**src/rtl/usb_tx_pkg.sv**
```systemverilog
// Shared types and constants for the USB transmit byte sequencer.
package usb_tx_pkg;

  typedef enum logic [2:0] {
    ST_IDLE,
    ST_LOAD,
    ST_SHIFT,
    ST_WAIT_DONE,
    ST_EOP,
    ST_GAP
  } tx_seq_state_t;

  localparam logic [7:0] SYNC_BYTE = 8'h80;

  localparam int DEF_CLKS_PER_BIT = 4;
  localparam int DEF_EOP_BITS     = 2;
  localparam int DEF_IDLE_BITS    = 1;

endpackage

```
**src/rtl/bit_tick_gen.sv**
```systemverilog
// Bit-rate tick generator: counts 0..CLKS_PER_BIT-1 while enabled and
// flags the wrap cycle. Shared with the receive side.
module bit_tick_gen #(
  parameter int CLKS_PER_BIT = 4
) (
  input  logic clk,
  input  logic nRST,
  input  logic clear,
  input  logic enable,
  output logic tick
);

  localparam int            CW   = (CLKS_PER_BIT > 1) ? $clog2(CLKS_PER_BIT) : 1;
  localparam logic [CW-1:0] LAST = CW'(CLKS_PER_BIT - 1);

  logic [CW-1:0] cnt_q, cnt_d;

  // Next count: clear wins, otherwise advance and wrap while enabled.
  always_comb begin
    cnt_d = cnt_q;
    if (clear) begin
      cnt_d = '0;
    end else if (enable) begin
      cnt_d = (cnt_q == LAST) ? '0 : cnt_q + CW'(1);
    end
  end

  // Count register.
  always_ff @(posedge clk or negedge nRST) begin
    if (!nRST) begin
      cnt_q <= '0;
    end else begin
      cnt_q <= cnt_d;
    end
  end

  // With CLKS_PER_BIT = 1 the count is pinned at 0, so every enabled cycle ticks.
  assign tick = enable && !clear && (cnt_q == LAST);

endmodule

```
**src/rtl/usb_tx_byte_sequencer.sv**
```systemverilog
// Transmit byte sequencer: drives the PISO with SYNC then payload bytes,
// paces bit strobes, and closes the packet with EOP and an idle gap.
module usb_tx_byte_sequencer
  import usb_tx_pkg::*;
#(
  parameter int CLKS_PER_BIT = DEF_CLKS_PER_BIT,
  parameter int EOP_BITS     = DEF_EOP_BITS,
  parameter int IDLE_BITS    = DEF_IDLE_BITS
) (
  input  logic       clk,
  input  logic       nRST,
  input  logic       tx_start,
  input  logic [7:0] tx_data,
  input  logic       tx_valid,
  input  logic       tx_last,
  output logic       tx_ready,
  output logic       piso_load,
  output logic [7:0] piso_data,
  output logic       piso_shift_enable,
  input  logic       piso_busy,
  input  logic       piso_done,
  output logic       eop,
  output logic       tx_active,
  output logic       tx_done,
  output logic       underrun
);

  localparam logic [15:0] EOP_LAST = 16'(EOP_BITS * CLKS_PER_BIT - 1);
  localparam logic [15:0] GAP_LAST = 16'(IDLE_BITS * CLKS_PER_BIT - 1);

  tx_seq_state_t state_q, state_d;
  logic [7:0]    byte_q, byte_d;
  logic [7:0]    hold_q, hold_d;
  logic          hold_full_q, hold_full_d;
  logic          last_flag_q, last_flag_d;
  logic [2:0]    shift_cnt_q, shift_cnt_d;
  logic [15:0]   cyc_cnt_q, cyc_cnt_d;
  logic          tx_active_q, tx_active_d;
  logic          tx_done_q, tx_done_d;
  logic          underrun_q, underrun_d;
  logic          tick;
  logic          accept;
  logic          shift_strobe;

  bit_tick_gen #(
    .CLKS_PER_BIT(CLKS_PER_BIT)
  ) u_tick (
    .clk    (clk),
    .nRST   (nRST),
    .clear  (state_q == ST_LOAD),
    .enable (state_q == ST_SHIFT),
    .tick   (tick)
  );

  assign tx_ready = tx_active_q && !hold_full_q && !last_flag_q &&
                    (state_q != ST_EOP) && (state_q != ST_GAP);
  assign accept   = tx_valid && tx_ready;

  // Load strobe waits for the PISO to be free; data is only presented with it.
  assign piso_load         = (state_q == ST_LOAD) && !piso_busy;
  assign piso_data         = piso_load ? byte_q : 8'h00;
  assign shift_strobe      = (state_q == ST_SHIFT) && tick && piso_busy;
  assign piso_shift_enable = shift_strobe;
  assign eop               = (state_q == ST_EOP);
  assign tx_active         = tx_active_q;
  assign tx_done           = tx_done_q;
  assign underrun          = underrun_q;

  // Next-state logic for the packet sequencer and its one-byte hold register.
  always_comb begin
    state_d     = state_q;
    byte_d      = byte_q;
    hold_d      = hold_q;
    hold_full_d = hold_full_q;
    last_flag_d = last_flag_q;
    shift_cnt_d = shift_cnt_q;
    cyc_cnt_d   = cyc_cnt_q;
    tx_active_d = tx_active_q;
    tx_done_d   = 1'b0;
    underrun_d  = 1'b0;

    if (accept) begin
      hold_d      = tx_data;
      hold_full_d = 1'b1;
      if (tx_last) begin
        last_flag_d = 1'b1;
      end
    end

    case (state_q)
      ST_IDLE: begin
        last_flag_d = 1'b0;
        hold_full_d = 1'b0;
        if (tx_start) begin
          byte_d      = SYNC_BYTE;
          tx_active_d = 1'b1;
          state_d     = ST_LOAD;
        end
      end
      ST_LOAD: begin
        if (!piso_busy) begin
          shift_cnt_d = 3'd0;
          state_d     = ST_SHIFT;
        end
      end
      ST_SHIFT: begin
        if (shift_strobe) begin
          shift_cnt_d = shift_cnt_q + 3'd1;
          if (shift_cnt_q == 3'd7) begin
            state_d = ST_WAIT_DONE;
          end
        end
      end
      ST_WAIT_DONE: begin
        if (piso_done) begin
          if (hold_full_q) begin
            byte_d      = hold_q;
            hold_full_d = 1'b0;
            state_d     = ST_LOAD;
          end else if (accept) begin
            // Byte arriving in the same cycle as done goes straight to the PISO.
            byte_d      = tx_data;
            hold_full_d = 1'b0;
            state_d     = ST_LOAD;
          end else begin
            underrun_d = !last_flag_q;
            cyc_cnt_d  = 16'd0;
            state_d    = ST_EOP;
          end
        end
      end
      ST_EOP: begin
        if (cyc_cnt_q == EOP_LAST) begin
          cyc_cnt_d = 16'd0;
          state_d   = ST_GAP;
        end else begin
          cyc_cnt_d = cyc_cnt_q + 16'd1;
        end
      end
      ST_GAP: begin
        if (cyc_cnt_q == GAP_LAST) begin
          cyc_cnt_d   = 16'd0;
          tx_done_d   = 1'b1;
          tx_active_d = 1'b0;
          state_d     = ST_IDLE;
        end else begin
          cyc_cnt_d = cyc_cnt_q + 16'd1;
        end
      end
      default: begin
        state_d = ST_IDLE;
      end
    endcase
  end

  // State and registered outputs.
  always_ff @(posedge clk or negedge nRST) begin
    if (!nRST) begin
      state_q     <= ST_IDLE;
      byte_q      <= 8'h00;
      hold_q      <= 8'h00;
      hold_full_q <= 1'b0;
      last_flag_q <= 1'b0;
      shift_cnt_q <= 3'd0;
      cyc_cnt_q   <= 16'd0;
      tx_active_q <= 1'b0;
      tx_done_q   <= 1'b0;
      underrun_q  <= 1'b0;
    end else begin
      state_q     <= state_d;
      byte_q      <= byte_d;
      hold_q      <= hold_d;
      hold_full_q <= hold_full_d;
      last_flag_q <= last_flag_d;
      shift_cnt_q <= shift_cnt_d;
      cyc_cnt_q   <= cyc_cnt_d;
      tx_active_q <= tx_active_d;
      tx_done_q   <= tx_done_d;
      underrun_q  <= underrun_d;
    end
  end

endmodule

```
**config.mk**
```make
export PLATFORM = sky130hd
export DESIGN_NAME = usb_tx_byte_sequencer
export DESIGN_NICKNAME = d
export VERILOG_FILES = /design/src/rtl/usb_tx_pkg.sv /design/src/rtl/bit_tick_gen.sv /design/src/rtl/usb_tx_byte_sequencer.sv
export SDC_FILE = /design/constraint.sdc
export NUM_CORES = 1
export LEC_CHECK = 0
export CELL_PAD_IN_SITES_DETAIL_PLACEMENT = 1
export CELL_PAD_IN_SITES_GLOBAL_PLACEMENT = 1
export CORE_AREA = 2 2 78 80
export DETAILED_ROUTE_END_ITERATION = 16
export DIE_AREA = 0 0 80 82
export PLACE_DENSITY = 0.81
export SLEW_MARGIN = 25
export SYNTH_ARGS = -nofsm -noshare
export SYNTH_HDL_FRONTEND = slang
export SYNTH_SLANG_ARGS = --single-unit
```
**constraint.sdc**
```tcl
create_clock -name clk -period 2.8 [get_ports clk]
set_input_delay 0.42 -clock clk [delete_from_list [all_inputs] [get_ports clk]]
set_output_delay 0.42 -clock clk [all_outputs]
set_load 0.02 [all_outputs]
```
==> impl_metrics.ini <==
[worst_setup_path]
rr_endpoint = cyc_cnt_q[11]$_DFFE_PN0P_
crit_arrival_ps = 2190
crit_path_end_kind = output port
critPathLaunch = piso_busy
reg2regPathDepth = 5
r2r-start = cyc_cnt_q[6]$_DFFE_PN0P_
r2r_slack_ps = 620
crit_required_ps = 2380
critical_path.max_fanout = 10
crit_type = input port to output port
startpoint_type = input port

[placed_design]
port_buffers = 29
hpwlAfterDp_mm = 4.73
gp_congestion = 0.889

[layout]
antenna_cells = 0
nNetsFinal = 315
syn_to_final_growth_pct = 17.9
drive_gt1_share_pct = 13.8

[routing]
vias = 2247
vias_per_cell = 6.04
wire_per_inst_um = 18.5
routed_wl_mm = 6.89
final_antenna_net_count = 0
drc = 0
drtPass1Iterations = 4
drt_iter0_drc = 70

[floorplan]
die_w_um = 80
fp.dieH_um = 82
initial_core_util_pct = 45.0
ios = 30
core-area_um2 = 5750
rows = 28
dieArea_um2 = 6560

[logic_synthesis]
syn-num-nets = 286
syn_area_per_cell_um2 = 9.68
ys_ff_latch = 45
synth_area_um2 = 2580
synth-simple-area-share_pct = 24.5
yosys.cell_types.count = 63
synth_compound_area_share_pct = 15.5
yosysSeqAreaShare_pct = 43.6
synth_top_family_by_area = simple AND/OR/NAND/NOR gates
synthAdderAreaFrac_pct = 1.94
synth_edf_count = 0
yosysWarnings = 0
synth_mux_area_share_pct = 7.79
ys.flop_type = dfrtp_1
synth_xor_xnor_area_share_pct = 0.339
synthArstFlopShare_pct = 100
synth_cells = 267

[grt]
grtUsageTotal_pct = 22.5
overflow = 0
first_global_vias = 2393
grt_pass1_wl_mm = 11.4
antenna_found_initial = 0
grt_max_degree = 26

[clocking]
clkSinkCount = 45
ctsResizeCount = 0
clk_latency_ps = 300
cts-root-buf = clkbuf_8
clock_path_buffers = 2
cts_max_level = 2
cts.hold.buffers_added = 0
tritoncts = built
cts_made_buffers = 5
cts.clk_slew.worst_paths_ps = 90
cts_setup_buffers = 0

[timing]
timing.fmax_mhz = 383
worst_clock_skew_ps = 8.72
finalHoldViolCount = 0
slew_headroom_pct = 34.7
worst_slew_pin_slew_ps = 955
slew_viol_final = 0
finalCritPeriodShare_pct = 93.3
finalSetupViolCount = 0
rsz0062_at_grt = no
fin_setup_tns_ps = 0
min_period_ps = 2610

[power_and_ir_drop]
p_seq_share_pct = 39.9
total_power_uw = 2850
p_switching_uw = 1150
power.internal_uw = 1700
p_clk_share_pct = 18.2
switching_share_pct = 40.3
ir_drop_uv = 527
p_per_area_nw_per_um2 = 936
p_leak_uw = 0.00131
pwr-share-comb_pct = 41.9

[run]
drv_cap = 0

[run_status]
outcome = completed

[min_path]
hold_class = input port to asynchronous set/reset pin
==> power by group through the flow <==
stage / sequential, µW / combinational, µW / clock (µW)
3_3_place_gp: 1120 / 1130 / 0
2_1_floorplan: 1030 / 926 / 0
3_5_place_dp: 1140 / 1170 / 0
5_1_grt: 1170 / 1320 / 559
6_report: 1140 / 1190 / 519
4_1_cts: 1130 / 1200 / 530
==> Yosys cell counts (all sizes together), types with 4 or more instances <==
cell	count	share of area, %
dfrtp	45	44
nand2	23	3.4
nand3	16	3.1
nor3	16	3.1
nor2	14	2.0
o21ai	14	2.7
buf	12	3.3
inv	12	1.7
mux2i	10	3.9
mux2	9	3.9
a21oi	8	1.5
o22ai	7	1.7
and3	6	1.7
clkbuf	6	1.3
nor4	6	1.5
a211o	5	1.7
and2	4	0.97
ha	4	1.9
nand4	4	1.5
or3	4	1.0
==> worst max-delay path, cell delays in order <==
cell and delay (ps):
clkdlybuf4s50_1 420, or3b_4 470, nor2_1 140, and2_1 140, clkdlybuf4s50_1 600
==> state kept, by name, indices dropped and copies added (netlist names) <==
register and cells:
u_tick.cnt_q 2, tx_done 1, byte_q 8, hold_q 8
cyc_cnt_q 16, state_q 3, hold_full_q 1, underrun 1
shift_cnt_q 3, tx_active 1, last_flag_q 1
==> layout make-up <==
| type | instances | area, µm² |
|---|---|---|
| fillers | 682 | 2700 |
| multi-input cells | 192 | 1300 |
| flip-flops and latches | 45 | 1130 |
| repair buffers | 40 | 368 |
| well taps | 75 | 93.8 |
| clock buffers | 7 | 86.3 |
| inverters | 12 | 45.0 |
| clock inverters | 1 | 30.0 |
==> layout by cell type (no fill, tap or decap), types with 2 or more instances in the layout <==
master,count
and3_2,2
nand3_1,16
nand2b_1,2
and3_1,3
nand4_1,3
a21oi_1,8
mux2i_1,10
a32oi_1,2
o311ai_0,2
o2111ai_1,2
o21ai_0,13
nor4b_1,2
inv_1,12
clkdlybuf4s50_1,28
o22a_1,3
o22ai_1,7
ha_1,4
nand2_1,22
nor2_1,14
dfrtp_1,45
nor4_1,6
buf_4,11
a211o_1,4
a41o_1,2
mux2_2,9
and2_0,2
or3_1,3
nor2b_1,3
clkbuf_8,6
nand4b_1,2
and2_1,2
nor3_1,16
==> cells by family (layout without fill, tap and decap cells) <==
group                    count (synthesis)  in the layout
AO/OA/AOI/OAI                           57             57
XOR/XNOR                                 1              1
adder cells (fa/ha/maj)                  4              4
buffers and inverters                   30             60
flip-flops                              45             45
multiplexers                            19             19
AND/OR/NAND/NOR                        111            111
==> how the worst max path moves through the flow <==
stage                         to  depth (start not counted)  slack, ps
CTS                 piso_data[7]                          5         40
detailed placement  piso_data[7]                          5         30
finish              piso_data[7]                          5        190
global placement    piso_data[7]                          5         80
global route        piso_data[7]                          5        110
floorplan           piso_data[7]                          4        720
==> through the flow <==
| step | instances | utilization [%] | hold slack (ps) | instance area [µm²] | setup slack, ps |
|---|---|---|---|---|---|
| after floorplan | 267 | - | 124 | 2580 | 720 |
| after global placement | 364 | 51.0 | 454 | 2930 | 76.4 |
| after detailed placement | 364 | 51.0 | 458 | 2930 | 34.6 |
| after CTS | 372 | 53.0 | 138 | 3040 | 39.3 |
| after global routing | 372 | 53.0 | 160 | 3050 | 107 |
| final | 372 | 53.0 | 111 | 3050 | 187 |
==> layer usage <==
layer	GRT usage (%)	vias to the layer above	wire [µm]
met5	0	-	0
met4	8.14	0	102
met3	3.19	10	167
met2	39.7	47	3490
met1	28.1	1141	3130
li1	-	1049	-
Power figures use the tool's default switching activity.
